File: config.mk
export PLATFORM = sky130hd
export DESIGN_NAME = wptr_handle
export DESIGN_NICKNAME = d
export VERILOG_FILES = /design/src/rtl/fifo_pkg.sv /design/src/rtl/gray2bin.sv /design/src/rtl/wptr_handle.sv
export SDC_FILE = /design/constraint.sdc
export NUM_CORES = 1
export LEC_CHECK = 0
export ABC_AREA = 1
export CAP_MARGIN = 30
export CORE_MARGIN = 2
export CORE_UTILIZATION = 45
export CTS_BUF_LIST = sky130_fd_sc_hd__clkbuf_8
export DETAILED_ROUTE_END_ITERATION = 6
export PLACE_DENSITY_LB_ADDON = 0.2
export SETUP_SLACK_MARGIN = 0.4
export SLEW_MARGIN = 20
export SYNTH_ARGS = -nofsm -noshare
export SYNTH_HDL_FRONTEND = slang
export SYNTH_HIERARCHICAL = 1
export SYNTH_SLANG_ARGS = --single-unit
File: constraint.sdc
create_clock -name clk -period 4.4 [get_ports clk]
set_input_delay 0.88 -clock clk [delete_from_list [all_inputs] [get_ports clk]]
set_output_delay 0.88 -clock clk [all_outputs]
set_load 0.05 [all_outputs]
File: src/rtl/fifo_pkg.sv
// Shared async-FIFO definitions used by both the write- and read-side pointer
// handlers: default geometry and Gray/binary conversion helpers for the
// default pointer width (FifoWidth+1 bits).
package fifo_pkg;

    localparam int unsigned FifoWidth = 4;
    localparam int unsigned FifoDepth = 2 ** FifoWidth;

    typedef logic [FifoWidth:0] ptr_t;

    function automatic ptr_t bin2gray(input ptr_t b);
        return (b >> 1) ^ b;
    endfunction

    // XOR prefix from the MSB down.
    function automatic ptr_t gray2bin(input ptr_t g);
        ptr_t b;
        for (int unsigned i = 0; i <= FifoWidth; i++) begin
            b[i] = ^(g >> i);
        end
        return b;
    endfunction

endpackage

File: src/rtl/gray2bin.sv
// Parameterised combinational Gray-to-binary converter.
// Ports:
//   gray  in   width  Gray-coded value
//   bin   out  width  binary equivalent
module gray2bin #(
    parameter int unsigned width = 5
) (
    input  logic [width-1:0] gray,
    output logic [width-1:0] bin
);

    // Each binary bit is the XOR of its own Gray bit and every bit above it.
    always_comb begin
        bin = '0;
        for (int unsigned i = 0; i < width; i++) begin
            bin[i] = ^(gray >> i);
        end
    end

endmodule

File: src/rtl/wptr_handle.sv
// Write-domain pointer and flag controller for the asynchronous FIFO.
// Holds the binary write address and the registered Gray write pointer that
// goes to the read domain, derives full from the synchronised Gray read
// pointer, and keeps a registered level estimate, almost_full and a sticky
// overflow flag.
// Ports:
//   clk          in   1        write-domain clock
//   reset        in   1        synchronous active-high reset
//   w_en         in   1        write request from client
//   rptr_sync    in   width+1  Gray read pointer synchronised into clk domain
//   ovf_clr      in   1        clears sticky overflow
//   wptr         out  width+1  registered Gray write pointer
//   w_addr       out  width    RAM write address
//   w_accept     out  1        RAM write enable
//   full         out  1        FIFO full as seen from the write domain
//   almost_full  out  1        registered, w_level >= AF_THRESH
//   w_level      out  width+1  registered occupancy estimate
//   overflow     out  1        sticky, write attempted while full
module wptr_handle
    import fifo_pkg::*;
#(
    parameter int unsigned width     = FifoWidth,
    parameter int unsigned AF_THRESH = 12
) (
    input  logic             clk,
    input  logic             reset,
    input  logic             w_en,
    input  logic [width:0]   rptr_sync,
    input  logic             ovf_clr,
    output logic [width:0]   wptr,
    output logic [width-1:0] w_addr,
    output logic             w_accept,
    output logic             full,
    output logic             almost_full,
    output logic [width:0]   w_level,
    output logic             overflow
);

    localparam logic [width:0] AfThresh = (width + 1)'(AF_THRESH);

    logic [width:0] addr_q, addr_d;
    logic [width:0] gray_q, gray_d;
    logic [width:0] level_q, level_d;
    logic           af_q, af_d;
    logic           ovf_q, ovf_d;
    logic [width:0] rbin;
    logic [width:0] full_cmp;

    gray2bin #(
        .width(width + 1)
    ) u_rbin (
        .gray(rptr_sync),
        .bin (rbin)
    );

    // Full when the write pointer is exactly one lap ahead: in Gray code that
    // is the read pointer with its top two bits inverted.
    assign full_cmp = {~rptr_sync[width:width-1], rptr_sync[width-2:0]};
    assign full     = (gray_q == full_cmp);

    // No RAM write while the block is held in reset.
    assign w_accept = w_en & ~full & ~reset;

    always_comb begin
        addr_d  = addr_q + {{width{1'b0}}, w_accept};
        gray_d  = (addr_d >> 1) ^ addr_d;
        level_d = addr_d - rbin;
        af_d    = (level_d >= AfThresh);
        // Set wins over a same-cycle clear.
        ovf_d   = (w_en & full) | (ovf_q & ~ovf_clr);
    end

    always_ff @(posedge clk) begin
        if (reset) begin
            addr_q  <= '0;
            gray_q  <= '0;
            level_q <= '0;
            af_q    <= 1'b0;
            ovf_q   <= 1'b0;
        end else begin
            addr_q  <= addr_d;
            gray_q  <= gray_d;
            level_q <= level_d;
            af_q    <= af_d;
            ovf_q   <= ovf_d;
        end
    end

    assign wptr        = gray_q;
    assign w_addr      = addr_q[width-1:0];
    assign w_level     = level_q;
    assign almost_full = af_q;
    assign overflow    = ovf_q;

endmodule

Word-level counts from Yosys, hierarchy flattened. Index checks and enable logic that the tools add are counted.

Memory bits (read-only): 0. Latch bits: 0. Input bits: 9. Memory bits (writable): 0. Bits in registers: 17. Memories kept: 0. Output and inout bits: 18.

Reduce and logical (&&, ||, !) cells: 5. Equality and inequality tests: 1. Shifts and indexed selects: 0. Mux-type cells: 0. Multipliers: 0. Bitwise operators: 10. Order comparisons: 1. Add/sub/neg operators: 2. Div/mod/pow operators: 0.

Operator list (count): $reduce_xor A5 Y1 (5); $add A5 B1 Y5 (1); $eq A5 B5 Y1 (1); $ge A5 B4 Y1 const B (1); $sub A5 B5 Y5 (1); $xor A4 B5 Y5 (1); $and A1 B1 Y1 (4); $not A1 Y1 (3); $not A2 Y2 (1); $or A1 B1 Y1 (1).

Longest topological paths before layout.
Word-level depth: 8. Gate-level depth with buffers: 17. Mapped depth without buffers: 17.

Cells and area by module. The synthesis kept the hierarchy.

By module, submodules not included: wptr_handle (cells each 97, area each 795.8 sq um, instances 1); gray2bin (cells each 21, area each 117.6 sq um, instances 1).

Worst setup path after synthesis. Ideal clock, no wire load.

Path kind: input-to-reg. From: input rptr_sync[0]. To: register af_q (netlist: almost_full). Required time: 4.285 ns. Stages: 14. Buffers on the path: 0. Slack: 0.470 ns. Library setup time: 0.115 ns. Data arrival time: 3.815 ns. Path through: xnor2_1 -> nand3_1 -> nor2_1 -> nor2_1 -> ha_1 -> ha_1 -> xor2_2 -> ha_1 -> nand2_1 -> nor2_1 -> nor2_1 -> nand3_1 -> nand3_1 -> nand2_1.

Word-level cells in the longest chain between the ends: 7.

Ends and longest elaborated chain: start: declaration (line wptr_handle.sv:28) `input logic [width:0] rptr_sync,`; $eq A5 B5 Y1 (line wptr_handle.sv:59) `assign full = (gray_q == full_cmp);`; net full (line wptr_handle.sv:33) `output logic full,`; $not A1 Y1 (line wptr_handle.sv:62) `assign w_accept = w_en & ~full & ~reset;`; $and A1 B1 Y1 (2 in series) (line wptr_handle.sv:62); net w_accept (line wptr_handle.sv:32) `output logic w_accept,`; $add A5 B1 Y5 (line wptr_handle.sv:65) `addr_d = addr_q + {{width{1'b0}}, w_accept};`; net addr_d[2] (line wptr_handle.sv:41) `logic [width:0] addr_q, addr_d;`; $sub A5 B5 Y5 (line wptr_handle.sv:67) `level_d = addr_d - rbin;`; $ge A5 B4 Y1 (line wptr_handle.sv:68) `af_d = (level_d >= AfThresh);`; end signal: assignment (line wptr_handle.sv:78) `af_q <= 1'b0;`; end signal: assignment (line wptr_handle.sv:84) `af_q <= af_d;`; end: declaration (line wptr_handle.sv:44) `logic af_q, af_d;`.

The timed path passes the listed nets, and every way through them passes these cells. A chain may end at the register's enable or synchronous reset.

Final worst setup path.
From: input reset. To: output w_accept.

Word-level cells in the longest chain between the ends: 2.

Ends and longest elaborated chain: start: declaration (line wptr_handle.sv:26) `input logic reset,`; $not A1 Y1 (line wptr_handle.sv:62); $and A1 B1 Y1 (line wptr_handle.sv:62); end: declaration (line wptr_handle.sv:32).

Every way passes these cells.

==> summary.md <==
| Metric | Value |
|---|---|
| Outcome | `finished clean` |
| H-tree Lvls | `1` |
| Residual DRC | `0` |
| Max-slew headroom | `0.666` |
| # port buffers | `26` |
| Max frequency | `0.269 GHz` |
| HPWL after DPL | `1570 um` |
| Largest net degree at the start of global routing | `10` |
| Core area | `1940 sq um` |
| Worst Path Required | `3520 ps` |
| Crit start category | `input pin` |
| Post-synthesis cell type count | `23` |
| Clock share of power | `0.258` |
| Pwr Density | `331 nW/um^2` |
| Most area-hungry cell type in the Yosys netlist | `dfxtp_1` |
| Fraction of layout cells with a size suffix above 1 | `0.0759` |
| Final Critical Period | `3720 ps` |
| Peak VDD IR | `0.000266 V` |
| Router iterations before antenna repair | `4` |
| Antenna violations before repair | `0` |
| I/O pin count | `27` |
| RSZ-0062 raised after global routing | `false` |
| Worst Hold Class | `flip-flop to flip-flop` |
| # Post-CTS Setup Buffers | `0` |
| CTS Buffer Depth | `2` |
| Die Area | `2410 sq um` |
| Clk slew on worst S/H paths | `60 ps` |
| Syn Nets | `134` |
| Clock sink count | `16` |
| Area grow syn2layout | `35.1%` |
| DIE HEIGHT | `49.1 um` |
| Total power draw | `0.408 mW` |
| Final setup TNS | `0 ps` |
| Critical path data arrival time | `2840 ps` |
| Placed Cells | `169` |
| Initial Util | `0.470` |
| Ys flop type | `dfxtp_1` |
| Final wirelength | `1920 um` |
| Grt ovf | `0` |
| Cells along the critical path | `clkdlybuf4s50_1 > inv_1 > nand2_1 > nor2_1 > clkdlybuf4s50_1` |
| Worst Tran Pin Value | `499 ps` |
| Crit. Startpoint | `reset` |
| NetSw | `0.138 mW` |
| WL/cell | `11.1 um` |
| TritonCTS Buffers | `3` |
| Dpl cell area | `1190 sq um` |
| Die Width | `49.1 um` |
| Synthesized area per cell | `7.74 sq um` |
| Beginning of the worst hold path | `overflow` |
| Reg2reg setup slack | `1790 ps` |
| Via Count | `851` |
| Initial DRC Count | `14` |
| CP dominant cell by count | `clkdlybuf4s50_1` |
| Final #Nets | `163` |
| FP Rows | `16` |
| Worst skew pair latency | `250 ps` |
| Finished Layout Cells | `172` |
| Synthesized flop and latch total | `16` |
| CTS tree | `built` |
| Cell count after synthesis | `118` |
| Fill cells | `180` |
| Count of pins over their slew limit | `0` |
| Vias in the first global route | `844` |
| CP Capture Type | `output port` |
| Sw frac | `0.338` |
| Dominant cells by area after synthesis | `dfxtp_1, nand3_1, ha_1, inv_1, nand2_1` |
| Tcrit/Tclk final | `0.845` |
| Combinational Power Share | `0.347` |
| Placer Congestion | `0.924` |
| Cts hold-fix bufs | `0` |
| Global-route wire length before repair | `3460 um` |
| Total GRT Usage | `0.186` |
| Max incr delay on CP | `830 ps` |
| Final setup violation count | `0` |
| Maxcap violations | `0` |
| Skew final | `4.83 ps` |
| Yosys warns | `6` |
| Syn Std Cell Area | `913 sq um` |
| Reg2reg start | `addr_q[4]` |
| P_int | `0.271 mW` |
| Post-synth top area share | `0.351` |
| Root buffer cell | `clkbuf_8` |
| Setup Crit Path Kind | `input pin to output port` |
| Ant diodes | `0` |
| Critical path peak fanout | `9` |
| Final Hold Vio Count | `0` |
| LEAKAGE | `0.589 nW` |
| FFs w/ async S/R, synth | `0` |
| Vias per cell | `4.95` |
| Post-route cell area | `1230 sq um` |
| Commonest cells in the netlist | `dfxtp_1, inv_1, nand2_1, nand3_1, nor2_1` |
| Critical Path Slowest Stage Cell | `clkdlybuf4s50_1` |
| Seq pwr share | `0.395` |
| Post-CTS Resized | `0` |
| Final Util | `0.635` |
| Post-synthesis sequential area ratio | `0.351` |
| EDFF count, synth | `0` |
| Routed Antenna Nets | `0` |
[logic make-up (layout without fill, tap and decap cells)]
group / Yosys count / count (layout) / share of synthesized area
xor+xnor: 11 / 11 / 0.114
compound gates: 9 / 9 / 0.0520
simple gates: 55 / 55 / 0.289
flops: 16 / 16 / 0.351
buf+inv: 20 / 47 / 0.0904
fa+ha+maj: 7 / 7 / 0.104
[worst max-delay path: cells and delay by family]
kind                   cells  cell delay (ps)
AND/OR/NAND/NOR            2              240
buffers and inverters      3             1730
[layout make-up]
class / instances / area, sq um / area share
repair buffers: 26 / 260 / 0.211
inverters: 18 / 67.6 / 0.0548
clock buffers: 3 / 41.3 / 0.0335
multi-input cells: 82 / 510 / 0.414
well taps: 27 / 33.8 / 0.0274
flip-flops and latches: 16 / 320 / 0.260
[per-stage QoR]
step / setup slack, ps / hold WS (ps)
after detailed placement: 673 / 467
after CTS: 659 / 480
after global placement: 662 / 462
final: 680 / 477
after floorplan: 470 / 702
after global routing: 535 / 519
[power groups by stage]
stage / registers, mW / clock network [mW] / logic (mW)
floorplan: 0.208 / 0 / 0.0530
global placement: 0.164 / 0 / 0.139
detailed placement: 0.164 / 0 / 0.142
CTS: 0.161 / 0.110 / 0.143
global route: 0.163 / 0.116 / 0.155
finish: 0.161 / 0.105 / 0.142
[path summary, 6_finish.rpt]
check,to,depth (start not counted)
worst max-delay path,w_accept,5
worst min register to register,overflow,2
worst min-delay path,overflow,2
worst max register to register,almost_full,14
[state kept, by name, summed over array words and instances, names as in the netlist]
name and cells:
addr_q 5, w_level 5, wptr 4, almost_full 1
overflow 1
[placed cells by master, fill, tap and decap left out]
master           synthesis  final
dfxtp_1                 16     16
o21ai_1                  1      1
fa_1                     1      1
ha_1                     6      6
a21o_1                   1      1
inv_1                   16     16
xor2_2                   1      1
nand3b_1                 2      2
nand2_1                 16     16
xnor2_1                  6      6
nor2_1                  11     11
nor2_4                   1      1
o21ai_0                  1      1
nor2_2                   1      1
xor2_1                   4      4
a21oi_1                  6      6
nand3_1                 16     16
and3_1                   1      1
nand2_2                  3      3
inv_2                    2      2
nand4_1                  3      3
clkdlybuf4s50_1          0     26
or2_0                    1      1
clkbuf_8                 0      3
[per-layer routing]
metal / vias to the layer above / routed length (um) / global-route usage
li1: 432 / - / -
met1: 393 / 820 / 0.197
met2: 24 / 976 / 0.342
met3: 2 / 112 / 0.0675
met4: 0 / 6 / 0.0571
met5: - / 0 / 0
(Power assumes the default switching activity.)
